### src/rtl/ubksa_sub_pipe_7_0_9_0.sv
// Pipelined 10-bit minus 8-bit Kogge-Stone subtractor with valid/ready on both sides.
// Optional macro UBKSA_SUB_PIPE_MID_REG_EN inserts a register stage after prefix level 2.
module ubksa_sub_pipe_7_0_9_0 (
  input  logic       CLK,
  input  logic       RST,
  input  logic [7:0] X,
  input  logic [9:0] Y,
  input  logic       IN_VALID,
  output logic       IN_READY,
  output logic [9:0] D,
  output logic       BORROW,
  output logic       OUT_VALID,
  input  logic       OUT_READY
);

  // One Kogge-Stone level; packs {G, P}. Bits below the span pass through unchanged.
  function automatic logic [19:0] ksLevel(input logic [9:0] g, input logic [9:0] p,
                                          input int unsigned span);
    logic [9:0] gn;
    logic [9:0] pn;
    gn = g | (p & (g << span));
    pn = p & ~((~p) << span);
    return {gn, pn};
  endfunction

  // Sum formation with carry-in fixed at 1; packs {C10, S}.
  function automatic logic [10:0] sumForm(input logic [9:0] g4, input logic [9:0] p4,
                                          input logic [9:0] p0);
    logic [9:0] s;
    s[0]   = ~p0[0];
    s[9:1] = (g4[8:0] | p4[8:0]) ^ p0[9:1];
    return {g4[9] | p4[9], s};
  endfunction

  logic [9:0]  w_zn;
  logic [9:0]  w_g0;
  logic [9:0]  w_p0;
  logic        w_accept;
  logic        w_advA;
  logic        w_advZ;
  logic        w_loadZ;
  logic [19:0] w_l1;
  logic [19:0] w_l2;
  logic [19:0] w_l3;
  logic [19:0] w_l4;
  logic [10:0] w_sum;

  logic        r_aValid;
  logic [9:0]  r_aG;
  logic [9:0]  r_aP;
  logic        r_zValid;
  logic [9:0]  r_zD;
  logic        r_zBorrow;

  assign w_zn = ~{2'b00, X};
  assign w_g0 = Y & w_zn;
  assign w_p0 = Y ^ w_zn;

  assign w_advZ   = r_zValid & OUT_READY;
  assign IN_READY = ~RST & (~r_aValid | w_advA);
  assign w_accept = IN_VALID & IN_READY;

  assign w_l1 = ksLevel(r_aG, r_aP, 1);
  assign w_l2 = ksLevel(w_l1[19:10], w_l1[9:0], 2);

  always_ff @(posedge CLK or posedge RST) begin
    if (RST) begin
      r_aValid <= 1'b0;
      r_aG     <= '0;
      r_aP     <= '0;
    end else begin
      r_aValid <= w_accept | (r_aValid & ~w_advA);
      if (w_accept) begin
        r_aG <= w_g0;
        r_aP <= w_p0;
      end
    end
  end

`ifdef UBKSA_SUB_PIPE_MID_REG_EN
  logic       w_advM;
  logic       r_mValid;
  logic [9:0] r_mG;
  logic [9:0] r_mP;
  logic [9:0] r_mP0;

  assign w_advM  = r_mValid & (~r_zValid | w_advZ);
  assign w_advA  = r_aValid & (~r_mValid | w_advM);
  assign w_loadZ = w_advM;

  // P0 travels alongside G2/P2 because the final XOR still needs it.
  always_ff @(posedge CLK or posedge RST) begin
    if (RST) begin
      r_mValid <= 1'b0;
      r_mG     <= '0;
      r_mP     <= '0;
      r_mP0    <= '0;
    end else begin
      r_mValid <= w_advA | (r_mValid & ~w_advM);
      if (w_advA) begin
        r_mG  <= w_l2[19:10];
        r_mP  <= w_l2[9:0];
        r_mP0 <= r_aP;
      end
    end
  end

  assign w_l3  = ksLevel(r_mG, r_mP, 4);
  assign w_l4  = ksLevel(w_l3[19:10], w_l3[9:0], 8);
  assign w_sum = sumForm(w_l4[19:10], w_l4[9:0], r_mP0);
`else
  assign w_advA  = r_aValid & (~r_zValid | w_advZ);
  assign w_loadZ = w_advA;

  assign w_l3  = ksLevel(w_l2[19:10], w_l2[9:0], 4);
  assign w_l4  = ksLevel(w_l3[19:10], w_l3[9:0], 8);
  assign w_sum = sumForm(w_l4[19:10], w_l4[9:0], r_aP);
`endif

  always_ff @(posedge CLK or posedge RST) begin
    if (RST) begin
      r_zValid  <= 1'b0;
      r_zD      <= '0;
      r_zBorrow <= 1'b0;
    end else begin
      r_zValid <= w_loadZ | (r_zValid & ~w_advZ);
      if (w_loadZ) begin
        r_zD      <= w_sum[9:0];
        r_zBorrow <= ~w_sum[10];
      end
    end
  end

  assign D         = r_zD;
  assign BORROW    = r_zBorrow;
  assign OUT_VALID = r_zValid;

endmodule

### config.mk
export PLATFORM = sky130hd
export DESIGN_NAME = ubksa_sub_pipe_7_0_9_0
export DESIGN_NICKNAME = d
export VERILOG_FILES = /design/src/rtl/ubksa_sub_pipe_7_0_9_0.sv
export SDC_FILE = /design/constraint.sdc
export NUM_CORES = 1
export LEC_CHECK = 0
export ABC_AREA = 1
export CAP_MARGIN = 5
export CORE_ASPECT_RATIO = 1.75
export CORE_MARGIN = 2
export CORE_UTILIZATION = 35
export CTS_BUF_LIST = sky130_fd_sc_hd__clkbuf_4 sky130_fd_sc_hd__clkbuf_8
export DETAILED_ROUTE_END_ITERATION = 16
export PLACE_DENSITY = 0.71
export SLEW_MARGIN = 40
export SYNTH_ARGS = -nofsm -noshare
export SYNTH_HDL_FRONTEND = slang
export SYNTH_SLANG_ARGS = --single-unit
### constraint.sdc
create_clock -name CLK -period 1.6 [get_ports CLK]
set_input_delay 0.32 -clock CLK [delete_from_list [all_inputs] [get_ports CLK]]
set_output_delay 0.32 -clock CLK [all_outputs]
set_load 0.02 [all_outputs]
Yosys cells after proc, flatten, opt, wreduce, memory -nomap -nowiden
Index checks and enable logic that the tools add are counted.

Bitwise logic cells: 43.

Operators by type and width (number): $and 10x10->10 (9); $not 10->10 (4); $or 10x10->10 (4); $not 8->10 (1); $xor 10x10->10 (1); $not 9->9 (1); $or 9x9->9 (1); $xor 9x9->9 (1); $not 8->8 (1); $not 1->1 (7); $and 1x1->1 (6); $not 6->6 (1); $or 1x1->1 (5); $not 2->2 (1).

Register bits after elaboration: 33. Output and inout bits: 13. Logic and storage cells: 49.

Depth between registers and ports, before layout
Depth in word-level cells: 14. Gate-level depth with buffers: 9. Gate-level depth less buffers: 9.

Least setup slack after synthesis
No wires, ideal clock.

Path kind: input -> register. Start: input port RST. End: register r_aG[9]. Setup time: 124 ps. Arrival time: 1680 ps. Path slack: -204 ps. Stages on the path: 7. Path buffers: 1. Cells stage by stage: inv_1 > nand2_1 > inv_2 > nand2_4 > inv_4 > buf_6 > o21bai_1.

Word-level cells in the longest chain between the ends: 3.

RTL lines: start, declared (RTL line 5) `input logic RST,`; $not 1->1 (RTL line 60) `assign IN_READY = ~RST & (~r_aValid | w_advA);`; $and 1x1->1 (RTL line 60); net IN_READY (RTL line 9) `output logic IN_READY,`; $and 1x1->1 (RTL line 61) `assign w_accept = IN_VALID & IN_READY;`; end signal, assigned (RTL line 74) `r_aG <= w_g0;`; end, declared (RTL line 49) `logic [9:0] r_aG;`.

The timed path passes the listed nets, and every way through them passes these cells. A chain may end at the register's enable or synchronous reset.

Worst setup path after layout
Start: register r_zD[8], in the netlist D[8]. End: output port D[8].

RTL lines: start, declared (RTL line 52) `logic [9:0] r_zD;`; start signal, assigned (RTL line 128) `r_zD <= w_sum[9:0];`; end, declared (RTL line 10) `output logic [9:0] D,`.

No word-level cell between the ends.

==> results.md <==
- Post-synthesis adder-cell area fraction: 5.66%
- Post-synthesis instance total: ~230
- Final worst slack: 0.0401 ns
- Area leader, netlist: dfrtp_1
- Crit Path Class: reg2out
- Share of cells above drive strength 1: 11.9%
- Filler Cell Count: 502
- Wire length per cell: 11.3 um
- CP Cell Sequence: clkdlybuf4s50_1
- Core Region: 4930 sq um
- Starting Density: 35.9%
- Setup bufs post-CTS: 0
- Setup violators final: 0
- CP Depth: 1
- Die W: 57.7 um
- Register-to-Register Path Depth: 9
- I/O Pins: 35
- First-pass GRT wire length: approximately 6700 um
- RSZ-0062 raised after global routing: false
- # diodes: 0
- GRT Residual Overflow: 0
- NumNets Final: 299
- Clk sinks: 33
- Critical Path AT: 1.24 ns
- Bufs and invs on worst path: 1
- Largest family of logic cells by synthesized area: simple AND/OR/NAND/NOR gates
- Clock Skews: 0.00422 ns
- Port bufs: 34
- Slowest stage delay, CP: 0.62 ns
- Final antenna-violating net count: 0
- Post-synthesis sequential area ratio: ~47%
- Status: completed
- Slew at the pin closest to its max-slew limit: 0.405 ns
- Final Util: 46.4%
- Period utilization: between 90% and 100%
- Ys async rst share: 100%
- Mapped Area: around 1800 sq um
- Ys Warns: 0
- FMAX: between 600 and 700 MHz
- Synth top cells by count: 83 x nand2_1, 33 x dfrtp_1, 26 x inv_1
- CP startpoint kind: flop
- Crit-path max FO: 2
- Antenna violations before repair: 0
- Leakage: 0.00119 uW
- Fin Hold WS: 0.217 ns
- H-tree lvl count: 2
- Post-Synth XOR/XNOR Area: less than 1%
- Maximum root-to-sink buffer count: 2
- CP max-delay cell: clkdlybuf4s50_1
- Pre-CTS WS: -0.427 ns
- Clock-pin slew on the worst setup and hold paths: 0.06 ns
- CTS Root Buffer Type: clkbuf_8
- Library cells used by synthesis: 25
- Slew Viols, Final: 0
- Tot Pwr: 2670 uW
- Sum Neg Setup Slack: 0 ns
- CTS hold repair buffers: 0
- CTS tree: yes
- GRT Util Overall: between 15 and 20%
- Worst R2R Setup Slack: 0.35 ns
- Vias in the first global route: roughly 1.6k
- Residual DRC: 0
- Final hold viol count: 0
- DP Wirelength: 2920 um
- Count leader, synth: nand2_1
- Post-Synth Simple-Gate Area: 28.6%
- Via count: roughly 1.5k
- Rel. slew slack: between 70 and 80%
- Gpl congestion: 0.854
- Die Ht: roughly 98 um
- Die area: roughly 5700 sq um
- Iteration-0 DRC Markers: 39
- Pin count of the biggest net entering global routing: 34
- CTS buffer count: 5
- Most used flip-flop cell after synthesis: dfrtp_1
- Mux contribution to synthesized area: 0%
- Crit path required time: 1.28 ns
- Final Critical Period: 1.56 ns
- Number of synthesized flops with an enable pin: 0
- VDD IR max: around 710 uV
- Syn avg cell area: 7.83 sq um
- CP top delay family: buffers and inverters
- Worst hold path type: in2async
- Via-to-Cell Ratio: 4.77
- Clock insertion delay at the later pin of the skew report: 0.28 ns
- Area share of the largest cell type after synthesis: 46.7%
- Compound-gate portion of the synthesized area: 9.19%
- TritonRoute pass-1 iters: 4
- Row count: 34
- Area grow syn2layout: 29.5%
- Crit. End Element: output port
- Yosys reg bits: 33
- Max-cap violations: 0
- Post-Syn Nets: between 200 and 300
- DRT Wirelength: between 3000 and 4000 um
- Synth area leaders: dfrtp_1 47%, nand2_1 18%, ha_1 5.7%
- P per Cell Area: 1160 nW/um^2
[final cells by class]
| type | count | area, sq um | share of cell area [%] |
|---|---|---|---|
| Clock buffer | 8 | 91.3 | 3.99 |
| Multi-Input combinational cell | 157 | 795 | 34.7 |
| Timing Repair Buffer | 40 | 384 | 16.8 |
| Tap cell | 54 | 67.6 | 2.95 |
| Sequential cell | 33 | 826 | 36.0 |
| Inverter | 32 | 128 | 5.57 |
[routing by layer]
| metal | GRT usage, % | routed length [um] | part of all wire, % | up-vias |
|---|---|---|---|---|
| li1 | - | - | - | 797 |
| met1 | 15.6 | 1350 | 37 | 709 |
| met2 | 27.7 | 2080 | 57 | 29 |
| met3 | 2.78 | 116 | 3.2 | 11 |
| met4 | 9.30 | 123 | 3.3 | 0 |
| met5 | 0 | 0 | 0 | - |
[metrics by stage]
stage          cell area (sq um)  instances
2_1_floorplan               1770        226
3_5_place_dp                2190        316
6_report                    2290        324
3_3_place_gp                2190        316
4_1_cts                     2280        324
5_1_grt                     2290        324
[flip-flops by register name, summed over array words and instances (netlist names)]
signal     flops
D             10
r_aP          10
BORROW         1
r_aValid       1
OUT_VALID      1
r_aG          10
[placed cells by master, fill, tap and decap left out]
cell type / Yosys / layout
nand2_1: 83 / 82
dfrtp_1: 33 / 33
clkdlybuf4s50_1: 0 / 31
inv_1: 26 / 25
nand3_1: 12 / 11
nor2_1: 10 / 10
o21ai_1: 9 / 9
a21oi_1: 8 / 8
ha_1: 8 / 8
o21ai_0: 7 / 7
buf_4: 0 / 7
clkbuf_8: 0 / 5
nand2_2: 3 / 4
inv_2: 4 / 4
nand3_2: 2 / 3
o21bai_1: 3 / 3
clkbuf_4: 0 / 3
nand2_4: 2 / 2
xor2_1: 2 / 2
a31oi_1: 2 / 2
nand3b_1: 2 / 2
clkinvlp_4: 0 / 1
inv_4: 1 / 1
clkinv_2: 1 / 1
nand4_1: 1 / 1
a21boi_0: 1 / 1
nor3_2: 1 / 1
nor3_1: 1 / 1
dlymetal6s2s_1: 0 / 1
dlygate4sd2_1: 0 / 1
[worst paths after layout]
check | from | endpoint
min reg2reg | D[0] | D[0]
max in group asynchronous | RST | r_aP[5]
max | D[8] | D[8]
min in group CLK | D[0] | D[0]
max reg2reg | r_aP[0] | D[6]
min | RST | r_aP[0]
[kinds of logic (layout without fill, tap and decap cells)]
group | after synthesis | after routing
buffers and inverters | 36 | 80
AO/OA/AOI/OAI | 30 | 30
adder cells (fa/ha/maj) | 8 | 8
flip-flops | 33 | 33
AND/OR/NAND/NOR | 117 | 117
XOR/XNOR | 2 | 2
[timing repair]
| action | 4_1_cts | 5_1_grt |
|---|---|---|
| endpoints found under the setup margin | 2 | 1 |
| hold endpoints to repair | 0 | 0 |
| resized for setup | 6 | 3 |
| pin swaps | 0 | 0 |
[power breakdown]
group,switching (uW),internal (uW)
logic,487,401
clock network,276,359
registers,133,1010
total,895,1770
No activity file was read; power rests on OpenSTA's default activity.
